$ cat src/rtl/ebike_pkg.sv
// Shared e-bike sensor definitions: cadence FSM states, period saturation value
// and the two prescaler widths.
package ebike_pkg;

  typedef enum logic [1:0] {
    STOPPED = 2'd0,
    ARMED   = 2'd1,
    RUNNING = 2'd2
  } cad_state_t;

  localparam int PER_MAX  = 255;
  localparam int PRE_FAST = 8;
  localparam int PRE_SLOW = 16;

  function automatic int pre_bits(input int fast_sim);
    return (fast_sim != 0) ? PRE_FAST : PRE_SLOW;
  endfunction

endpackage

$ cat src/rtl/cadence_avg4.sv
// Four-sample running mean of captured pedal periods; only built when
// CADENCE_AVG_EN is defined (otherwise this file contributes no module).
`ifdef CADENCE_AVG_EN
module cadence_avg4 (
  input  logic       clk,
  input  logic       rst_n,
  input  logic [7:0] sample,
  input  logic       valid,
  input  logic       clear,
  output logic [7:0] mean
);
  logic [3:0][7:0] hist_q;
  logic            empty_q;
  logic [9:0]      sum;

  // First sample after a clear seeds every slot so the mean is right immediately.
  always_ff @(posedge clk) begin
    if (!rst_n || clear) begin
      hist_q  <= '0;
      empty_q <= 1'b1;
    end else if (valid) begin
      empty_q <= 1'b0;
      hist_q  <= empty_q ? {4{sample}} : {hist_q[2:0], sample};
    end
  end

  assign sum  = 10'(hist_q[0]) + 10'(hist_q[1]) + 10'(hist_q[2]) + 10'(hist_q[3]);
  assign mean = sum[9:2];
endmodule
`endif

$ cat src/rtl/cadence_meas.sv
// Pedal cadence period measurement in prescaler ticks with stop detection.
// Define CADENCE_AVG_EN to report a 4-sample mean instead of the raw period.
module cadence_meas
  import ebike_pkg::*;
#(
  parameter int FAST_SIM = 1
) (
  input  logic       clk,
  input  logic       rst_n,
  input  logic       cadence_rise,
  output logic [7:0] cadence_per,
  output logic       not_pedaling,
  output logic       per_vld
);
  localparam int         PRE     = pre_bits(FAST_SIM);
  localparam logic [7:0] PER_SAT = 8'(PER_MAX);

  cad_state_t     state_q;
  logic [PRE-1:0] pre_q;
  logic [7:0]     cnt_q;
  logic           np_q;
  logic           vld_q;
  logic           tick;
  logic           sat;
  logic           cap;
  logic           stop;

  // A rise forces the prescaler to 0 for that cycle, so it never ticks and
  // the following cycle already counts 1.
  assign tick = (pre_q == '1) && !cadence_rise;
  assign sat  = (cnt_q == PER_SAT);
  assign cap  = cadence_rise && (state_q != STOPPED);
  assign stop = sat && !cadence_rise && (state_q != STOPPED);

  always_ff @(posedge clk) begin
    if (!rst_n) begin
      state_q <= STOPPED;
      pre_q   <= '0;
      cnt_q   <= '0;
      np_q    <= 1'b1;
      vld_q   <= 1'b0;
    end else begin
      pre_q <= cadence_rise ? PRE'(1) : pre_q + PRE'(1);
      if (cadence_rise)      cnt_q <= '0;
      else if (tick && !sat) cnt_q <= cnt_q + 8'd1;
      vld_q <= cap;
      case (state_q)
        STOPPED: if (cadence_rise) state_q <= ARMED;
        ARMED, RUNNING: begin
          // A rise on the saturated count is still a valid 255 period.
          if (cadence_rise) begin
            state_q <= RUNNING;
            np_q    <= 1'b0;
          end else if (sat) begin
            state_q <= STOPPED;
            np_q    <= 1'b1;
          end
        end
        default: state_q <= STOPPED;
      endcase
    end
  end

`ifdef CADENCE_AVG_EN
  logic [7:0] mean;

  cadence_avg4 u_avg (
    .clk    (clk),
    .rst_n  (rst_n),
    .sample (cnt_q),
    .valid  (cap),
    .clear  (stop),
    .mean   (mean)
  );

  assign cadence_per = np_q ? PER_SAT : mean;
`else
  logic [7:0] per_q;

  always_ff @(posedge clk) begin
    if (!rst_n || stop) per_q <= PER_SAT;
    else if (cap)       per_q <= cnt_q;
  end

  assign cadence_per = per_q;
`endif

  assign not_pedaling = np_q;
  assign per_vld      = vld_q;
endmodule

$ cat config.mk
export PLATFORM = sky130hd
export DESIGN_NAME = cadence_meas
export DESIGN_NICKNAME = d
export VERILOG_FILES = /design/src/rtl/ebike_pkg.sv /design/src/rtl/cadence_avg4.sv /design/src/rtl/cadence_meas.sv
export SDC_FILE = /design/constraint.sdc
export NUM_CORES = 1
export LEC_CHECK = 0
export BUFFER_PORTS_ARGS = -buffer_cell sky130_fd_sc_hd__buf_2
export CAP_MARGIN = 20
export CORE_MARGIN = 1.5
export CORE_UTILIZATION = 25
export DETAILED_ROUTE_END_ITERATION = 16
export HOLD_SLACK_MARGIN = 0.12
export PLACE_DENSITY_LB_ADDON = 0.3
export SETUP_SLACK_MARGIN = 0.5
export SYNTH_ARGS = -nofsm -noshare
export SYNTH_HDL_FRONTEND = slang
export SYNTH_SLANG_ARGS = --single-unit
$ cat constraint.sdc
create_clock -name clk -period 1.7 [get_ports clk]
set_clock_uncertainty 0.2 [all_clocks]
set_input_delay 0.255 -clock clk [delete_from_list [all_inputs] [get_ports clk]]
set_output_delay 0.255 -clock clk [all_outputs]
set_load 0.1 [all_outputs]
==> out/qor.log <==
INFO  clock_network  clock_insertion_delay_worst_skew=0.28ns
INFO  placement      globalplace.congestion=0.777
INFO  timing         hold_ws=0.215ns
INFO  clock_network  tritoncts=done
INFO  worst_setup_path cp-end-kind=flop
INFO  synthesis      synthesis_stage_register_bit_count=28
INFO  timing         slew_headroom=0.790
INFO  worst_setup_path r2r_cells=5
INFO  pwr            peakVddDrop=433uV
INFO  timing         final_period_minus_worst_setup_slack=1.73ns
INFO  detailed_routing totalWireLength=2770um
INFO  placement      dp_hpwl=1900um
INFO  timing         hold_viol=0
INFO  worst_setup_path worstPathRequired=1.72ns
INFO  finish         post_route_cells_drive_above_1_share=0.479
INFO  status         failed_checks=setup timing
INFO  worst_setup_path crit_arrival=1.75ns
INFO  timing         max_freq=0.578GHz
INFO  placement      detailedPlace.worstSlack=-0.0463ns
INFO  worst_setup_path crit_path_top_delay_cell=or4_4
INFO  clock_network  clock_sink_count=28
INFO  worst_setup_path worst_path_fanout_max=5
INFO  floorplanning  rows=24
INFO  global_routing grt_first_pass_wirelength=4550um
INFO  synthesis      yosys_warnings=0
INFO  global_routing grt_util_all_layers=0.114
INFO  synthesis      synth_sequential_area_ratio=0.491
INFO  worst_setup_path setup.worst_path.start_class=flop
INFO  worst_setup_path critical_path_buf_inv_count=0
INFO  detailed_routing routed_wire_length_per_instance=12.7um
INFO  clock_network  max-clock-path-buffers=2
INFO  global_routing grt_pass1_vias=1,039
INFO  synthesis      post_synth_instance_area=1140squm
INFO  floorplanning  die-width=70.6um
INFO  status         run_status=finished with violations
INFO  floorplanning  design.portCount=13
INFO  pwr            p_per_area=928nW/um^2
INFO  floorplanning  placeableCoreArea=4380squm
INFO  timing         final_min_period_over_clock_period=1.02
INFO  worst_setup_path cp_top_family=simple AND/OR/NAND/NOR gates
INFO  worst_setup_path worst_case_register_to_register_setup_slack=-0.03ns
INFO  pwr            finalPower=1690uW
INFO  floorplanning  start_util=0.261
INFO  synthesis      syn_avg_cell_area=8.79squm
INFO  timing         finalMaxSlewViolations=0
INFO  global_routing grt-ovfl-total=0
INFO  timing         rsz0062_at_grt=true
INFO  global_routing grt_max_degree=17
INFO  detailed_routing drc_errors=0
INFO  worst_setup_path crit_type=flop to flop
INFO  detailed_routing total_via_count_after_detailed_routing=1,058
INFO  timing         worst_pin_slew=0.314ns
INFO  floorplanning  chipHeight=70.6um
INFO  pwr            p_leak=0.000696uW
INFO  clock_network  cts_inserted_buffers=3
INFO  clock_network  cts.clk_slew.worst_paths=0.10ns
INFO  clock_network  htree_num_levels=1
INFO  min_path       min-delay-path-class=primary input to flop
INFO  worst_setup_path cp_num_cells=5
INFO  job            max_cap_viol_count=0
INFO  detailed_routing first_pass_iters=4
INFO  finish         num-nets-final=172
INFO  finish         most_frequent_cells_in_the_layout=20 x nand2_1, 17 x dfxtp_2, 17 x buf_4
INFO  detailed_routing route.detailed.vias_per_inst=4.88
INFO  clock_network  clk_root_buffer_cell=clkbuf_8
INFO  floorplanning  dieArea=4980squm
INFO  timing         setup_violations=1
INFO  synthesis      postSynthNetCount=136
INFO  placement      port-buffer-count=12
INFO  worst_setup_path crit_chain=ha_4 > and4b_2 > o211ai_4 > or4_4 > a21oi_2
INFO  synthesis      synth_cell_type_count=31
INFO  finish         antenna_cells=0
INFO  min_path       hold_path_depth=3
INFO  worst_setup_path slowest_delay=0.49ns
INFO  finish         final_common_cell=nand2_1
INFO  global_routing antenna_violations_before_repair=0
INFO  finish         area.growth.synth_to_final=59.9%
INFO  detailed_routing 1st_iter_drt_viols=48
INFO  finish         filler_cells=425
INFO  timing         setup_slack=-0.0290ns
INFO  detailed_routing drt.antenna.violating_nets=0
INFO  synthesis      netlist_instances=130
-- per-stage QoR --
| step | setup TNS (ns) | std cells | utilization | instance area [sq um] |
|---|---|---|---|---|
| finish | -0.0290 | 217 | 0.417 | 1830 |
| global route | -0.206 | 217 | 0.417 | 1830 |
| CTS | -0.0510 | 214 | 0.399 | 1750 |
| detailed placement | -0.132 | 203 | 0.323 | 1420 |
| global placement | 0 | 203 | 0.323 | 1420 |
| floorplan | 0 | 130 | - | 1220 |
-- kinds of logic (layout without fill, tap and decap cells) --
logic type,after synthesis,after routing,share of synthesized area
compound gates,22,23,0.126
xor+xnor,6,6,0.0460
fa+ha+maj,3,3,0.0329
buf+inv,8,42,0.0274
flops,28,28,0.491
mux,1,1,0.00876
simple gates,62,62,0.268
-- cells in the mapped netlist --
| cell type | n | area share |
|---|---|---|
| nand2b_1 | 1 | 0.0055 |
| nand2_1 | 21 | 0.069 |
| inv_1 | 4 | 0.013 |
| and4_1 | 1 | 0.0077 |
| clkbuf_1 | 2 | 0.0066 |
| xor2_1 | 4 | 0.031 |
| mux2i_1 | 1 | 0.0088 |
| nor2b_1 | 1 | 0.0055 |
| o31ai_1 | 3 | 0.020 |
| and2_1 | 2 | 0.011 |
| o221a_2 | 1 | 0.0099 |
| o21ai_0 | 5 | 0.022 |
| and3_1 | 3 | 0.016 |
| or2_2 | 1 | 0.0055 |
| nand4_1 | 2 | 0.011 |
| o2bb2ai_1 | 1 | 0.0077 |
| and4b_1 | 1 | 0.0088 |
| a22oi_1 | 1 | 0.0066 |
| nor2_1 | 9 | 0.030 |
| nand3_1 | 13 | 0.057 |
| o31a_1 | 1 | 0.0077 |
| buf_1 | 1 | 0.0033 |
| or3_1 | 4 | 0.022 |
| buf_2 | 1 | 0.0044 |
| a21oi_1 | 8 | 0.035 |
| o211ai_2 | 1 | 0.011 |
| or4_1 | 3 | 0.020 |
| a21boi_0 | 1 | 0.0066 |
| ha_1 | 3 | 0.033 |
| xnor2_1 | 2 | 0.015 |
| dfxtp_1 | 28 | 0.49 |
-- timing repair --
item	CTS	global route
buffers inserted	4	3
gates resized for setup	52	16
endpoints found under the setup margin	36	37
hold buffers	2	0
endpoints found under the hold margin	5	0
gates cloned	1	0
pin swaps	8	7
-- worst reg2reg max path, cell delays in order, from the launching register on --
cell	delay [ns]
dfxtp_2	0.37
ha_4	0.13
and4b_2	0.25
o211ai_4	0.10
or4_4	0.50
a21oi_2	0.13
-- cell type report --
class	instances	area (sq um)	share of cell area
clock buffers	3	41.3	0.0226
clock inverters	1	30.0	0.0164
inverters	4	15.0	0.00822
multi-input cells	95	699	0.383
flip-flops and latches	28	582	0.318
well taps	52	65.1	0.0356
repair buffers	34	394	0.216
-- metal layers --
layer,share of wire,wire length [um],up-vias,GRT usage
li1,-,-,530,-
met1,0.45,1250,504,0.137
met5,0,0,-,0
met2,0.51,1400,22,0.204
met3,0.038,104,2,0.0342
met4,0.0043,12,0,0.0189
-- worst paths after layout --
| kind | startpoint | end |
|---|---|---|
| hold / removal | cadence_rise | state_q[0] |
| hold reg to reg | state_q[1] | state_q[1] |
| setup reg to reg | pre_q[1] | cnt_q[7] |
| setup / recovery | pre_q[1] | cnt_q[7] |
-- where the power goes --
part	total, uW	internal, uW	switching [uW]
clock network	526	315	211
registers	732	699	33.5
logic	437	165	271
-- state kept, by name (all words and copies together), names as in the netlist --
register / count
cnt_q: 8
not_pedaling: 1
pre_q: 8
state_q: 2
per_vld: 1
cadence_per: 8
No activity file was read; power rests on OpenSTA's default activity.
